### config.mk
export PLATFORM = sky130hd
export DESIGN_NAME = hazard_stall_unit
export DESIGN_NICKNAME = d
export VERILOG_FILES = /design/src/rtl/hazard_pkg.sv /design/src/rtl/raw_detect.sv /design/src/rtl/hazard_stall_unit.sv
export SDC_FILE = /design/constraint.sdc
export NUM_CORES = 1
export LEC_CHECK = 0
export ABC_AREA = 1
export CAP_MARGIN = 40
export CORE_MARGIN = 3
export CORE_UTILIZATION = 44
export CTS_BUF_LIST = sky130_fd_sc_hd__clkbuf_8
export DETAILED_ROUTE_END_ITERATION = 10
export GPL_ROUTABILITY_DRIVEN = 0
export HOLD_SLACK_MARGIN = 0.1
export MAX_ROUTING_LAYER = met4
export PLACE_DENSITY = 0.95
export SLEW_MARGIN = 5
export SYNTH_ARGS = -nofsm -noshare
export SYNTH_HDL_FRONTEND = slang
export SYNTH_HIERARCHICAL = 1
export SYNTH_SLANG_ARGS = --single-unit
### constraint.sdc
create_clock -name clk -period 3 [get_ports clk]
set_input_delay 0.6 -clock clk [delete_from_list [all_inputs] [get_ports clk]]
set_output_delay 0.6 -clock clk [all_outputs]
set_load 0.01 [all_outputs]
### src/rtl/hazard_pkg.sv
// Shared types and constants for the hazard/stall unit: FSM encoding and
// the bundle of pipeline control enables it drives.
package hazard_pkg;

  typedef enum logic [1:0] {
    RUN       = 2'd0,
    RAW_STALL = 2'd1,
    MEM_WAIT  = 2'd2
  } hz_state_e;

  localparam logic [4:0] REG_ZERO        = 5'd0;
  localparam int         DEFAULT_BUBBLES = 1;

  typedef struct packed {
    logic pc_write;
    logic if_id_write;
    logic id_ex_bubble;
    logic pipe_freeze;
    logic if_id_flush;
    logic id_ex_flush;
  } hz_ctrl_t;

  localparam hz_ctrl_t CTRL_RUN    = '{pc_write: 1'b1, if_id_write: 1'b1, default: 1'b0};
  localparam hz_ctrl_t CTRL_BUBBLE = '{id_ex_bubble: 1'b1, default: 1'b0};
  localparam hz_ctrl_t CTRL_FREEZE = '{pipe_freeze: 1'b1, default: 1'b0};
  localparam hz_ctrl_t CTRL_FLUSH  = '{pc_write: 1'b1, if_id_write: 1'b1,
                                       if_id_flush: 1'b1, id_ex_flush: 1'b1,
                                       default: 1'b0};

endpackage

### src/rtl/raw_detect.sv
// Combinational RAW comparator: producer in EX vs. source registers in ID.
// Kept separate so an EX/MEM forwarding path can reuse it.
module raw_detect
  import hazard_pkg::*;
(
  input  logic [4:0] rs1_i,
  input  logic [4:0] rs2_i,
  input  logic       use_rs2_i,
  input  logic [4:0] rd_i,
  input  logic       reg_write_i,
  output logic       raw_hit_o
);

  // A single OR keeps rd==rs1==rs2 to one hit.
  assign raw_hit_o = reg_write_i && (rd_i != REG_ZERO) &&
                     ((rd_i == rs1_i) || (use_rs2_i && (rd_i == rs2_i)));

endmodule

### src/rtl/hazard_stall_unit.sv
// RAW stall / memory freeze / branch flush control beside the ID stage.
// Optional perf counters: define HAZARD_PERF_CNT_EN.
module hazard_stall_unit
  import hazard_pkg::*;
#(
  parameter int BUBBLES = DEFAULT_BUBBLES,
  parameter int CNT_W   = 3
) (
  input  logic       clk,
  input  logic       rst_n,
  input  logic [4:0] IF_ID_Rs1,
  input  logic [4:0] IF_ID_Rs2,
  input  logic       IF_ID_useRs2,
  input  logic [4:0] ID_EX_Rd,
  input  logic       ID_EX_regWrite,
  input  logic       EX_branchTaken,
  input  logic       dmem_req,
  input  logic       dmem_ready,
  output logic       pc_write,
  output logic       IF_ID_write,
  output logic       ID_EX_bubble,
  output logic       pipe_freeze,
  output logic       IF_ID_flush,
  output logic       ID_EX_flush,
  output logic       stall_active
`ifdef HAZARD_PERF_CNT_EN
  ,
  output logic [31:0] perf_stalls,
  output logic [31:0] perf_flushes
`endif
);

  hz_state_e        state_q, state_d, eff_state;
  logic [CNT_W-1:0] cnt_q, cnt_d;
  logic             raw_hit, mem_wait;
  hz_ctrl_t         ctrl;

  raw_detect u_raw_detect (
    .rs1_i       (IF_ID_Rs1),
    .rs2_i       (IF_ID_Rs2),
    .use_rs2_i   (IF_ID_useRs2),
    .rd_i        (ID_EX_Rd),
    .reg_write_i (ID_EX_regWrite),
    .raw_hit_o   (raw_hit)
  );

  assign mem_wait = dmem_req && !dmem_ready;

  // The cycle the memory releases behaves as the state that was interrupted,
  // so a suspended RAW stall resumes with no idle slot in between.
  assign eff_state = (state_q == MEM_WAIT) ? ((cnt_q != '0) ? RAW_STALL : RUN)
                                           : state_q;

  always_ff @(posedge clk or negedge rst_n) begin
    if (!rst_n) begin
      state_q <= RUN;
      cnt_q   <= '0;
    end else begin
      state_q <= state_d;
      cnt_q   <= cnt_d;
    end
  end

  always_comb begin
    state_d = state_q;
    cnt_d   = cnt_q;
    if (mem_wait) begin
      state_d = MEM_WAIT;
    end else if (EX_branchTaken) begin
      state_d = RUN;
      cnt_d   = '0;
    end else begin
      case (eff_state)
        RAW_STALL: begin
          cnt_d   = cnt_q - CNT_W'(1);
          state_d = (cnt_q == CNT_W'(1)) ? RUN : RAW_STALL;
        end
        default: begin
          state_d = RUN;
          if (raw_hit && (BUBBLES > 1)) begin
            state_d = RAW_STALL;
            cnt_d   = CNT_W'(BUBBLES - 1);
          end
        end
      endcase
    end
  end

  // Reset forces the enables directly so they do not follow live hazard inputs.
  always_comb begin
    ctrl = CTRL_RUN;
    if (!rst_n)                                    ctrl = CTRL_RUN;
    else if (mem_wait)                             ctrl = CTRL_FREEZE;
    else if (EX_branchTaken)                       ctrl = CTRL_FLUSH;
    else if (eff_state == RAW_STALL || raw_hit)    ctrl = CTRL_BUBBLE;
  end

  assign pc_write     = ctrl.pc_write;
  assign IF_ID_write  = ctrl.if_id_write;
  assign ID_EX_bubble = ctrl.id_ex_bubble;
  assign pipe_freeze  = ctrl.pipe_freeze;
  assign IF_ID_flush  = ctrl.if_id_flush;
  assign ID_EX_flush  = ctrl.id_ex_flush;
  assign stall_active = rst_n && ((state_q != RUN) || !ctrl.pc_write);

`ifdef HAZARD_PERF_CNT_EN
  logic [31:0] perf_stalls_q, perf_flushes_q;

  always_ff @(posedge clk or negedge rst_n) begin
    if (!rst_n) begin
      perf_stalls_q  <= '0;
      perf_flushes_q <= '0;
    end else begin
      if (ctrl.id_ex_bubble) perf_stalls_q  <= perf_stalls_q + 32'd1;
      if (ctrl.if_id_flush)  perf_flushes_q <= perf_flushes_q + 32'd1;
    end
  end

  assign perf_stalls  = perf_stalls_q;
  assign perf_flushes = perf_flushes_q;
`endif

endmodule

; Word-level counts from Yosys, hierarchy flattened
; Cells that the tools add are included.
[totals]
register_bits = 5
input_bits = 22
out_inout_bits = 7
word_cells = 36
[classes]
n_addsub = 1
n_eq_ne = 5
mux = 12
bitwise = 1
n_reduce_logical = 15
[op_table]
columns = operator, n
row1 = two-way mux 6 bit, 4
row2 = equality test 5 bit, 2
row3 = two-way mux 3 bit, 2
row4 = logical AND 1 bit, 5
row5 = nonzero test 5 bit, 1
row6 = two-way mux 1 bit, 4
row7 = two-way mux 2 bit, 2
row8 = nonzero test 2 bit, 2
row9 = "equality test 3 x 1 -> 1 bit, second input constant", 1
row10 = logical OR 1 bit, 3
row11 = nonzero test 3 bit, 1
row12 = "subtractor 3 x 1 -> 3 bit, second input constant", 1
row13 = "equality test 2 x 1 -> 1 bit, second input constant", 1
row14 = "equality test 2 bit, second input constant", 1
row15 = zero test 1 bit, 2
row16 = AND reduction 2 bit, 1
row17 = inverter 1 bit, 1

; Depth between registers and ports, before layout
[depth]
word_depth = 12
mapped_depth = 10
mapped_depth_nobuf = 10

; By module
; The synthesis kept the hierarchy.
[by_module_without_submodules]
columns = module, instances, cells_per_inst, area_each_um2, seq_area_each_um2
row1 = hazard_stall_unit, 1, 47, 371.6, 125.1
row2 = raw_detect, 1, 52, 206.4, 0.0

; Worst setup path after synthesis
; Ideal clock, no wire load.
[synth_timing]
path_kind = in2out
start = in ID_EX_Rd[3]
end = out stall_active
arrival_time_ns = 1.486
required_ns = 2.400
setup_slack_ns = 0.914
cell_stages = 10
path_buffers = 0
cell_sequence = inv_1 -> nand2_1 -> nand2_1 -> nor2_1 -> nand3_1 -> a21oi_1 -> inv_1 -> nand3_1 -> nand2_1 -> a21oi_1
[synth_via]
elab_chain_cells = 12
word_cells_on_any_way = 15
cone_classes = eq/ne (2) / mux (4) / reduce/logical (9)
[synth_rtl]
columns = element, line
row1 = from (decl), hazard_stall_unit.sv:14  ; input logic [4:0] ID_EX_Rd,
row2 = equality test 5 bit, raw_detect.sv:16  ; ((rd_i == rs1_i) || (use_rs2_i && (rd_i == rs2_i)));
row3 = logical AND 1 bit, raw_detect.sv:16
row4 = logical OR 1 bit, raw_detect.sv:16
row5 = logical AND 1 bit (*), raw_detect.sv:15  ; assign raw_hit_o = reg_write_i && (rd_i != REG_ZERO) &&
row6 = named net raw_hit, hazard_stall_unit.sv:35  ; logic raw_hit, mem_wait;
row7 = logical OR 1 bit (*), hazard_stall_unit.sv:95  ; else if (eff_state == RAW_STALL || raw_hit) ctrl = CTRL_BUBBLE;
row8 = two-way mux 6 bit (*), hazard_stall_unit.sv:95
row9 = two-way mux 6 bit (*), hazard_stall_unit.sv:94  ; else if (EX_branchTaken) ctrl = CTRL_FLUSH;
row10 = two-way mux 6 bit (*), hazard_stall_unit.sv:93  ; else if (mem_wait) ctrl = CTRL_FREEZE;
row11 = two-way mux 6 bit (*), hazard_stall_unit.sv:92  ; if (!rst_n) ctrl = CTRL_RUN;
row12 = zero test 1 bit (*), hazard_stall_unit.sv:104  ; assign stall_active = rst_n && ((state_q != RUN) || !ctrl.pc_write);
row13 = logical OR 1 bit (*), hazard_stall_unit.sv:104
row14 = logical AND 1 bit (*), hazard_stall_unit.sv:104
row15 = to (decl), hazard_stall_unit.sv:25  ; output logic stall_active
; The timed path passes the listed nets; every way through them passes the cells marked *.

; Worst setup path in the final report
[layout_timing]
start = in ID_EX_Rd[1]
end = out IF_ID_write
[layout_via]
elab_chain_cells = 9
word_cells_on_any_way = 12
cone_classes = eq/ne (2) / mux (4) / reduce/logical (6)
[layout_rtl]
columns = element, line
row1 = equality test 5 bit, raw_detect.sv:16
row2 = logical AND 1 bit, raw_detect.sv:16
row3 = logical OR 1 bit, raw_detect.sv:16
row4 = logical AND 1 bit (*), raw_detect.sv:15
row5 = named net raw_hit, hazard_stall_unit.sv:35
row6 = logical OR 1 bit (*), hazard_stall_unit.sv:95
row7 = two-way mux 6 bit (*), hazard_stall_unit.sv:95
row8 = two-way mux 6 bit (*), hazard_stall_unit.sv:94
row9 = two-way mux 6 bit (*), hazard_stall_unit.sv:93
row10 = two-way mux 6 bit (*), hazard_stall_unit.sv:92
row11 = to (decl), hazard_stall_unit.sv:20  ; output logic IF_ID_write,
; Marks and branches as above.

==> results.rst <==
.. list-table::
   :header-rows: 1

   * - Metric
     - Value
   * - Final setup violation count
     - 0
   * - First-pass iteration count of the detailed router
     - 4
   * - Hold-fix buffers at CTS
     - 0
   * - GRT overflow
     - 0
   * - Placement row count
     - 12
   * - Antenna violation net count after detailed routing
     - 0
   * - Final routed DRC violation total
     - 0
   * - Post-layout instance area
     - 920 um^2
   * - Setup Skew
     - 0.000273 ns
   * - Cell at the root of the clock tree
     - clkbuf_8
   * - Routed wire length
     - 1580 um
   * - # nets final
     - roughly 160
   * - DIE WIDTH
     - approximately 42 um
   * - Met3 layer usage reported by global route
     - under 10%
   * - Final min period
     - between 2 and 3 ns
   * - Pin count of the biggest net entering global routing
     - 7
   * - Net count after synthesis
     - approximately 120
   * - Via count normalized by instance count
     - around 4.6
   * - Met1 routing resource usage after global routing
     - between 20% and 30%
   * - Power density relative to cell area
     - roughly 390 nW/um^2
   * - Count of cell types in the netlist
     - 18
   * - Clock edge transition at the registers on the reported setup and hold paths
     - 0.04 ns
   * - Cell count after synthesis
     - between 90 and 100
   * - Type of destination of the critical path
     - primary output
   * - Result of the run
     - finished, final reports clean
   * - Insertion delay of the later-clocked pin in the worst-skew pair
     - between 0.2 and 0.25 ns
   * - Number of design-rule violations left by the first detailed-router iteration
     - 20
   * - Post CTS Setup Buffer Count
     - 0
   * - Wire length per cell after detailed routing
     - 10.9 um
   * - Top cell type's share of synthesized area
     - between 20% and 30%
   * - Post-DP HPWL
     - ~1300 um
   * - Clock buffer depth
     - 2
   * - Worst endpoint data arrival time
     - 2.27 ns
   * - Final count of pins violating max slew
     - 0
   * - Die boundary height
     - 42.2 um
   * - Number of antenna violations at the first check in global routing
     - 0
   * - Number of H-tree levels
     - 1
   * - Max Fanout on Critical Path
     - 4
   * - Area Growth Syn to Fin
     - 59.1%
   * - Die Area
     - between 1500 and 2000 um^2
   * - Highest attainable clock frequency
     - around 350 MHz
   * - TritonCTS clock tree
     - built
   * - Highest-utilization routing layer at the global route stage
     - met2
   * - Overall global routing resource usage
     - 18.8%
   * - Hold crit path type
     - reg2reg
   * - Total leakage power
     - 0.495 nW
   * - Peak VDD IR
     - 0.323 mV
   * - Critical Path Source Type
     - primary input
   * - Number of global-route vias before repair
     - 633
   * - # IOs
     - 29
   * - Top cells by area, synth
     - dfrtp_1 22%, nand2_1 19%, inv_1 12%, nor2_1 8.4%, ha_1 6.5%
   * - Placed standard-cell area
     - 876 um^2
   * - Worst setup path category
     - in2out
   * - Final worst path period share
     - 95.5%
   * - Post-synthesis area per instance
     - slightly below 6 um^2
   * - Routing usage on met2
     - roughly 33%
   * - Fraction of layout cells with a size suffix above 1
     - about a tenth
   * - Share of the core filled with cells in the final layout
     - slightly below 80%
   * - Yosys synthesis warning count
     - 6
   * - Placeable core area
     - between 1000 and 1500 um^2
   * - Max-capacitance violation count
     - 0
   * - Final Hold Viols
     - 0
   * - Number of register bits inferred by synthesis
     - 5
   * - Relative slew slack
     - between 80% and 90%
   * - Total standard cell area after synthesis
     - just under 600 um^2
   * - Required time at the endpoint of the critical path
     - ~2.4 ns
   * - Sequential-to-total area share from yosys stat
     - a little over a fifth
   * - Antenna fix cells
     - 0
   * - Yosys top cell by area
     - dfrtp_1
   * - Routed vias
     - 670
   * - TritonCTS buffer count
     - 3
   * - Slew at the pin with the worst max-slew slack
     - between 0.2 and 0.3 ns
   * - Clock net sink count
     - 5
   * - Setup Total Neg Slack
     - 0 ns
   * - First-pass GRT wire length
     - between 2000 and 3000 um
   * - Port Buffer Count
     - 28
   * - Effective utilization at floorplan
     - around 50%
   * - Setup repair after global routing missed its margin
     - false
## routing by layer
metal / vias up / routed length, um
met5: - / 0
met2: 22 / 789
met3: 2 / 80
li1: 357 / -
met1: 289 / 692
met4: 0 / 18
## stage by stage
step / power, mW / hold slack (ns) / worst slack (ns) / cells
3_3_place_gp: 0.238 / 0.539 / -0.0605 / 141
2_1_floorplan: 0.183 / 0.304 / 0.914 / 99
4_1_cts: 0.364 / 0.570 / 0.111 / 145
6_report: 0.363 / 0.572 / 0.134 / 145
3_5_place_dp: 0.245 / 0.566 / -0.139 / 141
5_1_grt: 0.390 / 0.599 / 0.0317 / 145
## worst max-delay path, cell delays in order
cell	delay, ns
clkdlybuf4s50_1	0.54
inv_2	0.05
nand2_1	0.06
nand2_1	0.07
nor2_1	0.11
nand3_1	0.09
a21oi_1	0.14
inv_1	0.06
nand3_1	0.07
nand2_1	0.06
buf_4	0.13
dlygate4sd2_1	0.27
## power by group
group / total (mW) / internal, mW / switching [mW]
Sequential: 0.0925 / 0.0819 / 0.0106
Combinational: 0.150 / 0.0751 / 0.0750
Clock: 0.120 / 0.0877 / 0.0326
## path summary, 6_finish.rpt
check                            startpoint  slack (ns)           to  depth (start not counted)
worst max register to register     cnt_q[0]        1.65     cnt_q[0]                          9
max in group asynchronous             rst_n        2.21   state_q[0]                          2
min in group asynchronous             rst_n        0.68     cnt_q[1]                          2
worst max-delay path            ID_EX_Rd[1]        0.13  IF_ID_write                         12
worst min register to register     cnt_q[2]        0.57   state_q[0]                          2
worst min-delay path               cnt_q[2]        0.57   state_q[0]                          2
## sequential cells by signal, summed over array words and instances, names as in the netlist
register and cells:
cnt_q 3, state_q 2
## area by class of cell
| cell class | instances | area, um^2 |
|---|---|---|
| Timing Repair Buffer | 30 | 294 |
| Tap cell | 14 | 17.5 |
| Clock inverter | 1 | 3.75 |
| Sequential cell | 5 | 125 |
| Clock buffer | 3 | 41.3 |
| Fill cell | 84 | 251 |
| Multi-Input combinational cell | 69 | 352 |
| Inverter | 23 | 86.3 |
## cell families (layout without fill, tap and decap cells)
group	count (synthesis)	count (layout)	share of synthesized area, %
compound gates	10	10	10.6
buf+inv	25	57	17.5
xor+xnor	2	2	3.03
simple gates	54	54	40.7
flops	5	5	21.6
fa+ha+maj	3	3	6.49
## synthesized netlist by cell type, drive strengths merged
cell,number
nor2,14
nand2,32
nand3,5
ha,3
buf,2
xnor2,2
or2,1
o21ai,4
dfrtp,5
nand4,1
inv,23
nor3,1
a21oi,6
## cells in the final DEF, fill, tap and decap left out, types with 2 or more instances in the layout
cell type	count
o21ai_0	4
dfrtp_1	5
clkbuf_8	3
inv_2	4
a21oi_1	5
dlygate4sd2_1	3
xnor2_1	2
buf_4	2
clkdlybuf4s50_1	23
nand2_1	30
ha_1	3
nand3_1	5
nor2_1	13
inv_1	20
## what timing repair did
item                                    CTS  global route
resized for setup                         4             2
endpoints found under the setup margin    4             3
endpoints found under the hold margin     0             0
No activity file was read; power rests on OpenSTA's default activity.
==> variant (config.mk and constraints unchanged) <==
The package constant `REG_ZERO` goes from 5'd0 to 5'd1.
--- a/src/rtl/hazard_pkg.sv
+++ b/src/rtl/hazard_pkg.sv
@@ -9,5 +9,5 @@
   } hz_state_e;
 
-  localparam logic [4:0] REG_ZERO        = 5'd0;
+  localparam logic [4:0] REG_ZERO        = 5'd1;
   localparam int         DEFAULT_BUBBLES = 1;
 
Function: changed (Yosys sat finds a counterexample within 4 cycles, from zero or initial values and one cycle with rst_n low).
==> variant against the original RTL <==
Setup slack gained 2.6 ps. Synthesized area shrank 0.43%. Sequential cell count is the same. Wire length shrank 1.8%. Total power grew 2.4%. Cell area grew 0.27%. Hold slack lost 9.1 ps. Sequential power shrank 2.3%. Critical path depth is the same. Critical path type unchanged. Critical endpoint is now pc_write. Highest routed layer unchanged.
==> variant: results (changes against the original RTL) <==
| Metric | Value |
|---|---|
| Synth Area in XOR/XNOR | 3.043% (+0.013 points) |
| DP Area | 873.3 um2 (-0.29%) |
| Syn_nets | 123 (-0.81%) |
| DP Worst Slack | -139.2 ps (-0.2400 ps) |
| Fill cells | 92 (+9.5%) |
| First-pass GRT wire length | 2.663 mm (+5.8%) |
| P_leak | 0.4881 nW (-1.5%) |
| Mux share of post-synthesis cell area | 0% (unchanged) |
| Adder-Cell Fraction of Synth Area | 6.522% (+0.028 points) |
| Post-synth top cells | nand2_1, inv_1, nor2_1 |
| Start point of the critical path | ID_EX_Rd[2] |
| CP peak stage delay | 500 ps (-40 ps) |
| Main area contributors after synthesis | dfrtp_1, nand2_1, inv_1 |
| Routed vias | 681 (+1.6%) |
| Min Hold Slack | 562.4 ps (-9.119 ps) |
| Post-synthesis compound-gate area fraction | 10.65% (+0.046 points) |
| Worst Path Max Fanout | 3 (-1) |
| Peak supply drop | 0.3733 mV (+15%) |
| Clock skew | 4.781 ps (+4.508 ps) |
| Layout cells sized above 1 | 12.31% (+1.6 points) |
| Setup crit end | pc_write |
| Status | finished clean |
| Fin area | 922.1 um2 (+0.27%) |
| Drt initial violations | 19 (-5.0%) |
| HPWL after DPL | 1.244 mm (-4.0%) |
| Drt wl/cell | 10.78 um (-1.1%) |
| Vias in the first global route | 647 (+2.2%) |
| GRT Util Overall | 19.64% (+0.79 points) |
| Path depth of the worst reg2reg path | 8 (-1) |
| Post-Syn Instances | 98 (-1.0%) |
| # placed instances | 140 (-0.71%) |
## variant: layout make-up
class / count / area share, %
multi-input combinational: 68 / 38.81
tap: 14 / 1.900
clock buffer: 3 / 4.478
clock inverter: 1 / 0.4071
sequential: 5 / 13.57
timing repair buffer: 30 / 31.48
inverter: 23 / 9.362
## variant: report_power, final
group          leakage (nW)  switching [mW]  internal, mW  total, mW
Sequential           0.0650         0.00853        0.0819     0.0904
Combinational         0.396          0.0824        0.0766      0.159
Clock                0.0269          0.0345        0.0878      0.122
Total                 0.488           0.125         0.246      0.372
## variant: routing by layer
metal  wire length, um  GRT usage [%]  vias up
li1                  -              -      355
met1               609          21.45      291
met2               786          33.13       29
met3               122          7.296        6
met4                34          5.590        0
met5                 0              -        -
## variant: worst min-delay path, stage by stage, from the launching register on
cell     delay, ps
dfrtp_1        390
inv_2           70
a21oi_1         60
